--- src/rtl/fetch_pkg.sv ---
// Shared types and defaults for the instruction-fetch controller.
// The five fetch states and the default data width / bubble encoding live here.
package fetch_pkg;

    localparam int               FETCH_DATA_W    = 32;
    localparam logic [31:0]      FETCH_NOP_INSTR = 32'h0000_0000;

    typedef enum logic [2:0] {
        IDLE,
        ISSUE,
        ADV,
        HOLD,
        PARK
    } fetch_state_e;

endpackage

--- src/rtl/fetch_skid_reg.sv ---
// One-entry skid buffer: parks a fetched word and its address while decode stalls.
// Clear wins over load so a redirect always empties the entry.
module fetch_skid_reg
    import fetch_pkg::*;
#(
    parameter int DATA_W = FETCH_DATA_W
) (
    input  logic              clk,
    input  logic              rst,
    input  logic              load,
    input  logic              clear,
    input  logic [DATA_W-1:0] data_in,
    input  logic [DATA_W-1:0] pc_in,
    output logic [DATA_W-1:0] data,
    output logic [DATA_W-1:0] pc,
    output logic              valid
);

    logic [DATA_W-1:0] data_q, data_d;
    logic [DATA_W-1:0] pc_q, pc_d;
    logic              valid_q, valid_d;

    always_comb begin
        // NOTE: every combinational output gets a default first so no latch is inferred.
        data_d  = data_q;
        pc_d    = pc_q;
        valid_d = valid_q;
        if (clear) begin
            valid_d = 1'b0;
        end else if (load) begin
            data_d  = data_in;
            pc_d    = pc_in;
            valid_d = 1'b1;
        end
    end

    // NOTE: state flops use non-blocking assignments and reset asynchronously on rst low.
    always_ff @(posedge clk or negedge rst) begin
        if (!rst) begin
            data_q  <= '0;
            pc_q    <= '0;
            valid_q <= 1'b0;
        end else begin
            data_q  <= data_d;
            pc_q    <= pc_d;
            valid_q <= valid_d;
        end
    end

    assign data  = data_q;
    assign pc    = pc_q;
    assign valid = valid_q;

endmodule

--- src/rtl/imem_fetch_ctrl.sv ---
// Fetch controller: runs one req/ack read per PC, presents the word to decode,
// and raises pc_en only after a fetch retires; absorbs decode stalls and redirects.
module imem_fetch_ctrl
    import fetch_pkg::*;
#(
    parameter int                DATA_W    = FETCH_DATA_W,
    parameter logic [DATA_W-1:0] NOP_INSTR = FETCH_NOP_INSTR
) (
    input  logic              clk,
    input  logic              rst,
    input  logic [DATA_W-1:0] pc,
    output logic              pc_en,
    input  logic              flush,
    input  logic              hold_d,
    output logic              mem_req,
    output logic [DATA_W-1:0] mem_addr,
    input  logic              mem_ack,
    input  logic [DATA_W-1:0] mem_rdata,
    output logic [DATA_W-1:0] instr,
    output logic [DATA_W-1:0] instr_pc,
    output logic              instr_valid,
    output logic              misalign
);

    fetch_state_e      state_q, state_d;
    logic              req_q, req_d;
    logic              drop_q, drop_d;
    logic [DATA_W-1:0] addr_q, addr_d;
    logic [DATA_W-1:0] req_pc_q, req_pc_d;
    logic [DATA_W-1:0] instr_q, instr_d;
    logic [DATA_W-1:0] instr_pc_q, instr_pc_d;
    logic              instr_valid_q, instr_valid_d;
    logic              misalign_q, misalign_d;

    logic              skid_load, skid_clear, skid_valid;
    logic [DATA_W-1:0] skid_data, skid_pc;

    logic              in_issue, pc_misaligned;
    logic [DATA_W-1:0] cur_addr, cur_pc;

    // The first request cycle presents the live PC; later cycles replay the latched copy,
    // which keeps the address stable even after a redirect moves the PC register.
    assign in_issue      = (state_q == ISSUE);
    assign pc_misaligned = (pc[1:0] != 2'b00);
    assign cur_addr      = req_q ? addr_q : {pc[DATA_W-1:2], 2'b00};
    assign cur_pc        = req_q ? req_pc_q : pc;

    assign mem_req  = in_issue && (req_q || !pc_misaligned);
    assign mem_addr = in_issue ? cur_addr : addr_q;
    assign pc_en    = (state_q == ADV) || flush;

    always_comb begin
        state_d       = state_q;
        req_d         = req_q;
        drop_d        = drop_q;
        addr_d        = addr_q;
        req_pc_d      = req_pc_q;
        misalign_d    = misalign_q;
        instr_pc_d    = instr_pc_q;
        skid_load     = 1'b0;
        skid_clear    = 1'b0;
        instr_d       = hold_d ? instr_q       : NOP_INSTR;
        instr_valid_d = hold_d ? instr_valid_q : 1'b0;

        if (flush) begin
            instr_d       = NOP_INSTR;
            instr_valid_d = 1'b0;
            skid_clear    = 1'b1;
            misalign_d    = 1'b0;
            if (mem_req && !mem_ack) begin
                drop_d   = 1'b1;
                req_d    = 1'b1;
                addr_d   = cur_addr;
                req_pc_d = cur_pc;
            end else begin
                state_d = ISSUE;
                req_d   = 1'b0;
                drop_d  = 1'b0;
            end
        end else begin
            unique case (state_q)
                IDLE: state_d = ISSUE;
                ISSUE: begin
                    if (!mem_req) begin
                        misalign_d = 1'b1;
                        state_d    = PARK;
                    end else if (mem_ack) begin
                        req_d = 1'b0;
                        if (drop_q) begin
                            drop_d = 1'b0;
                        end else if (!hold_d) begin
                            instr_d       = mem_rdata;
                            instr_pc_d    = cur_pc;
                            instr_valid_d = 1'b1;
                            state_d       = ADV;
                        end else begin
                            skid_load = 1'b1;
                            state_d   = HOLD;
                        end
                    end else begin
                        req_d    = 1'b1;
                        addr_d   = cur_addr;
                        req_pc_d = cur_pc;
                    end
                end
                ADV: state_d = ISSUE;
                HOLD: begin
                    if (!hold_d) begin
                        instr_d       = skid_data;
                        instr_pc_d    = skid_pc;
                        instr_valid_d = skid_valid;
                        skid_clear    = 1'b1;
                        state_d       = ADV;
                    end
                end
                PARK: state_d = PARK;
                default: state_d = IDLE;
            endcase
        end
    end

    always_ff @(posedge clk or negedge rst) begin
        if (!rst) begin
            state_q       <= IDLE;
            req_q         <= 1'b0;
            drop_q        <= 1'b0;
            addr_q        <= '0;
            req_pc_q      <= '0;
            instr_q       <= NOP_INSTR;
            instr_pc_q    <= '0;
            instr_valid_q <= 1'b0;
            misalign_q    <= 1'b0;
        end else begin
            state_q       <= state_d;
            req_q         <= req_d;
            drop_q        <= drop_d;
            addr_q        <= addr_d;
            req_pc_q      <= req_pc_d;
            instr_q       <= instr_d;
            instr_pc_q    <= instr_pc_d;
            instr_valid_q <= instr_valid_d;
            misalign_q    <= misalign_d;
        end
    end

    fetch_skid_reg #(.DATA_W(DATA_W)) u_skid (
        .clk     (clk),
        .rst     (rst),
        .load    (skid_load),
        .clear   (skid_clear),
        .data_in (mem_rdata),
        .pc_in   (cur_pc),
        .data    (skid_data),
        .pc      (skid_pc),
        .valid   (skid_valid)
    );

    assign instr       = instr_q;
    assign instr_pc    = instr_pc_q;
    assign instr_valid = instr_valid_q;
    assign misalign    = misalign_q;

endmodule
--- config.mk ---
export PLATFORM = sky130hd
export DESIGN_NAME = imem_fetch_ctrl
export DESIGN_NICKNAME = d
export VERILOG_FILES = /design/src/rtl/fetch_pkg.sv /design/src/rtl/fetch_skid_reg.sv /design/src/rtl/imem_fetch_ctrl.sv
export SDC_FILE = /design/constraint.sdc
export NUM_CORES = 1
export LEC_CHECK = 0
export CAP_MARGIN = 0
export CORE_MARGIN = 5
export CORE_UTILIZATION = 57
export DETAILED_ROUTE_END_ITERATION = 10
export MAX_ROUTING_LAYER = met4
export PLACE_DENSITY_LB_ADDON = 0.12
export SLEW_MARGIN = 20
export SYNTH_ARGS = -nofsm -noshare
export SYNTH_HDL_FRONTEND = slang
export SYNTH_HIERARCHICAL = 1
export SYNTH_SLANG_ARGS = --single-unit
--- constraint.sdc ---
create_clock -name clk -period 5.5 [get_ports clk]
set_input_delay 0.825 -clock clk [delete_from_list [all_inputs] [get_ports clk]]
set_output_delay 0.825 -clock clk [all_outputs]
set_load 0.01 [all_outputs]
==> results.toml, run 1 <==
[route]
drc = 0
wl_per_cell_um = 20.6
drtAntennaViolNets = 0
firstDrtPassIters = 4
drt_wl_total_um = 20400
drtIter0Drc = 339
via_count = 5675
viasPerCell = 5.73

[global_route]
grt_first_pass_wirelength_um = 33000
grt_pass1_vias = 6196
grt_usage = 0.232
antenna_found_initial = 1
grt_max_degree = 96
gr-total-overflow = 0

[placement]
post_dp_cell_area_um2 = 11000
dp_slack_ns = 1.64
globalplace.congestion = 0.779
numPortBuffers = 168
hpwlAfterDp_um = 13200

[setup_path]
path_max_fanout = 32
critPathLaunchType = "flip-flop"
arrival_ns = 3.21
worstReg2RegEnd = "u_skid/data[28]"
rr_startpoint = "req_q"
critPathKind = "flip-flop to primary output"
cp.required_ns = 4.68
rrSetupSlack_ns = 2.00
path_depth = 4
slowest_delay_ns = 0.84
crit_slowest_cell = "nor2_4"
crit_family = "simple AND/OR/NAND/NOR gates"
cp_num_buf_inv = 1
end_kind = "primary output"
crit_path_cell_trace = "or3b_1, nor2_4, mux2_2, clkdlybuf4s50_1"
rr_worst_depth = 6

[synthesis]
synth_seq_area_share = 0.545
synth_compound_area_frac = 0.0682
synth.area.mux_share = 0.331
synth-edff-count = 0
ys_types = 36
synth_top_cells_by_area = "dfrtp_1 54%, mux2_2 20%, mux2_4 9.8%"
yosys.area_share.simple = 0.0214
synth_nets = 673
ys.flop_type = "dfrtp_1"
synth.most_common_cell = "dfrtp_1"
synth_common_cells = "200 x dfrtp_1, 160 x mux2_2, 60 x mux2_4"
synth_xor_area_frac = 0
ys_ff_latch = 200
synthArstFlopShare = 1.00
yosysTopAreaCellShare = 0.545
synth-adder-area-share = 0
synth_area_per_cell_um2 = 15.2
syn_inst = 604
synth-warning-count = 6
synth_top_family_by_area = "multiplexers"
yosys.area.top_type = "dfrtp_1"
synth_area_um2 = 9190

[finish]
final_util = 0.733
design_area_um2 = 11600
nets = 829
drive_gt1_frac = 0.352
areaGrowthSynthToFinish_pct = 26.3

[timing]
maxSlewHeadroom = 0.305
layout_setup_ws_ns = 1.46
setup_tns_ns = 0
post-route-period-util = 0.734
setup_viol = 0
rsz0062_at_grt = "no"
final_max_slew_viol_count = 0
worstMarginPinSlew_ns = 1.04
hold_viol = 0
max_freq_ghz = 0.248
min_period_ns = 4.04
finClkSkew_ns = 0.00687

[cts]
cts-root-buf = "clkbuf_16"
hold_buffers = 0
cts_resized = 0
cts_max_level = 4
numCtsBuffers = 17
cts_tree = "yes"
cts_setup_buffers = 0
clock-sinks = 200
clockBufferDepth = 2
clkLatencyLatePin_ns = 0.43
clkTransAtPathRegs_ns = 0.07

[die]
ios = 169
core-area_um2 = 15800
rows = 46
die_h_um = 137
die_area_um2 = 18800
die_x_um = 137
initial_core_util = 0.580

[outcome]
outcome = "finished clean"

[power]
power.net_switching_uw = 1390
swShare = 0.269
p_total_uw = 5190
clkPwrFrac = 0.261
p_leak_uw = 0.00492
power.internal_uw = 3800
combPwrFrac = 0.307
peakVddDrop_v = 0.000262
power_frac_seq = 0.432
power-per-cell-area_nw_per_um2 = 447

[min_path]
hold_class = "input pin to async pin"

[run]
cap_violations = 0
-- layout by cell type, fill, tap and decap left out, types with 2 or more instances in the layout --
master,netlist,layout
dfrtp_1,200,199
clkdlybuf4s50_1,0,167
mux2_2,160,160
mux2_4,60,60
a22oi_1,32,32
o2bb2ai_1,32,32
mux2_1,30,30
clkbuf_16,0,17
buf_4,0,10
nor2_1,8,6
bufinv_16,0,5
o21ai_0,4,4
nor2b_1,3,3
nand2b_1,4,3
a21oi_1,3,3
clkinv_2,0,3
nor3b_1,2,2
inv_1,2,2
o41a_1,2,2
nor3_1,3,2
and2_1,2,2
clkbuf_8,0,2
clkinvlp_4,0,2
clkbuf_1,17,2
-- routing by layer --
layer  share of wire  wire length, µm  track usage  vias to the layer above
li1                -                -            -                     2543
met2            0.49             9960        0.367                      160
met5               0                0            -                        -
met3           0.056             1150       0.0566                       25
met4           0.017              357       0.0682                        0
met1            0.44             8940        0.301                     2947
-- worst max path at each step --
stage	end	start
after floorplan	mem_addr[10]	state_q[1]
after global placement	u_skid/data[31]	mem_ack
after detailed placement	u_skid/data[29]	flush
after CTS	mem_addr[6]	state_q[1]
after global routing	mem_addr[6]	state_q[0]
final	mem_addr[6]	state_q[1]
-- logic make-up (layout without fill, tap and decap cells) --
kind of cell,Yosys count,count (layout)
DFF,200,200
buffers and inverters,44,213
other,0,1
AOI/OAI and AO/OA,79,79
and+or+nand+nor,31,31
muxes,250,250
-- through the flow --
step                hold slack [ns]  instances
global placement              0.462        957
detailed placement            0.467        957
global route                  0.505        990
CTS                           0.486        989
floorplan                     0.445        604
finish                        0.461        990
-- power groups by stage --
stage	Clock, µW	Combinational (µW)	Sequential [µW]
2_1_floorplan	0	900	2210
6_report	1360	1590	2240
3_5_place_dp	0	1610	2260
5_1_grt	1440	1710	2300
4_1_cts	1390	1620	2240
3_3_place_gp	0	1550	2230
-- sequential cells by signal, indices dropped and copies added, names as in the netlist, 3 cells and up --
name	flops
u_skid/data	32
instr_pc	32
req_pc_q	32
u_skid/pc	32
state_q	3
instr	32
addr_q	32
-- worst reg2reg max path: stages, from the launching register on --
cell      delay (ns)
dfrtp_2         0.99
o21bai_1        0.29
nand3_1         0.16
nor3b_1         0.31
nor2b_4         0.79
buf_12          0.40
mux2_2          0.44
-- layout make-up --
cell class                      count  area [µm²]
Antenna cell                        1        2.50
Clock buffer                       20         447
Clock inverter                     12         198
Fill cell                        1023        4230
Inverter                            2        7.51
Multi-Input combinational cell    360        3890
Sequential cell                   200        5010
Tap cell                          216         270
Timing Repair Buffer              179        1780
Note: power is estimated with default switching activity, not from simulation.
==> inputs of run 2 (changes only) <==
CORE_UTILIZATION = 48   (was 57)
clock period = 3.3 ns   (was 5.5 ns; I/O delays follow)
==> results.toml, run 2 (synthesis results as in run 1) <==
[outcome]
outcome = "finished clean"

[cts]
clkTransAtPathRegs_ns = 0.07
clock-sinks = 200
clockBufferDepth = 2
cts_max_level = 4
clkLatencyLatePin_ns = 0.42
hold_buffers = 0
cts-root-buf = "clkbuf_16"
cts_tree = "yes"
numCtsBuffers = 17
cts_setup_buffers = 0
cts_resized = 0

[timing]
hold_ws_ns = 0.112
hold_viol = 0
setup_tns_ns = 0
setup_viol = 0
maxSlewHeadroom = 0.382
final_max_slew_viol_count = 0
post-route-period-util = 0.966
max_freq_ghz = 0.314
min_period_ns = 3.19
finClkSkew_ns = 0.0196
rsz0062_at_grt = "no"
worstMarginPinSlew_ns = 0.928
layout_setup_ws_ns = 0.112

[finish]
final_cell_mix = "199 x dfrtp_1, 167 x clkdlybuf4s50_1, 160 x mux2_2, 60 x mux2_4"
design_area_um2 = 11700
multi_input_area_um2 = 3890
layout.area.seq_um2 = 5010
final_common_cell = "dfrtp_1"
antennaDiodeCount = 0
fillerInstances = 1394
drive_gt1_frac = 0.356
areaGrowthSynthToFinish_pct = 27.1
nets = 834

[route]
drt_wl_total_um = 20000
drc = 0
via_count = 5552
viasPerCell = 5.49
drtIter0Drc = 196
wl_per_cell_um = 19.8
drtAntennaViolNets = 0
firstDrtPassIters = 4

[die]
die_area_um2 = 22000
die_x_um = 148
initial_core_util = 0.489
rows = 50
die_h_um = 148
ios = 169
core-area_um2 = 18800

[power]
peakVddDrop_v = 0.000367
p_leak_uw = 0.00495
p_total_uw = 8550
power-per-cell-area_nw_per_um2 = 732

[setup_path]
end_kind = "primary output"
cp-startpoint = "state_q[1]"
critPathKind = "flip-flop to primary output"
rr_startpoint = "req_q"
arrival_ns = 2.69
path_max_fanout = 32
cp.required_ns = 2.80
critPathLaunchType = "flip-flop"

[global_route]
gr-total-overflow = 0
grt_first_pass_wirelength_um = 33200
antenna_found_initial = 0
grt_usage = 0.194
grt_pass1_vias = 6052
grt_max_degree = 84

[placement]
dp_slack_ns = 0.485
numPortBuffers = 168
globalplace.congestion = 0.784
hpwlAfterDp_um = 13100
post_dp_cell_area_um2 = 11100

[run]
cap_violations = 0

[min_path]
hold_class = "input pin to async pin"
run 2: changes by cell type in the layout (fill, tap and decap cells not counted):
cell,delta
clkinv_2,-2
buf_4,+2
clkbuf_8,+3
clkinv_4,+3
bufinv_16,-2
clkbuf_1,-1
clkinvlp_4,-2
diode_2,-1
buf_12,+3
run 2: final cells by class:
type,count,area share
clock buffers,22,0.0415
clock inverters,9,0.0119
inverters,2,0.000643
multi-input cells,360,0.333
flip-flops and latches,200,0.429
well taps,234,0.0251
repair buffers,184,0.159
run 2: worst paths after layout:
kind,end,slack (ns),cells after the start
max,mem_addr[11],0.11,5
min,req_pc_q[13],0.11,1
max reg2reg,u_skid/pc[31],0.78,6
min reg2reg,addr_q[1],0.48,1
max in group asynchronous,u_skid/pc[29],2.31,2
min in group clk,addr_q[1],0.48,1
run 2: critical path, cell delays in order, from the launching register on:
cell and delay (ns):
dfrtp_1 0.43, or3b_1 0.56, nor2_4 0.16, buf_12 0.23, mux2_2 0.37, clkdlybuf4s50_1 0.50
run 2: report_power, final:
| group | switching (µW) | internal [µW] |
|---|---|---|
| sequential | 446 | 3250 |
| clock | 893 | 1280 |
| combinational | 950 | 1730 |
| total | 2290 | 6260 |
run 2: per-stage QoR:
step           cells  utilization
2_1_floorplan    604            -
3_3_place_gp     980        0.589
3_5_place_dp     980        0.589
4_1_cts         1011        0.622
5_1_grt         1011        0.622
6_report        1011        0.622
run 2: routing by layer:
layer	track usage	vias to the layer above	share of wire
li1	-	2544	-
met5	-	-	0
met4	0.0453	0	0.012
met1	0.269	2861	0.47
met2	0.288	133	0.47
met3	0.0539	14	0.049
==> inputs of run 3 (changes only) <==
SLEW_MARGIN = 25   (was 20)
==> results of run 3 <==
Final layout, timing and power as in run 2 (identical DEF).
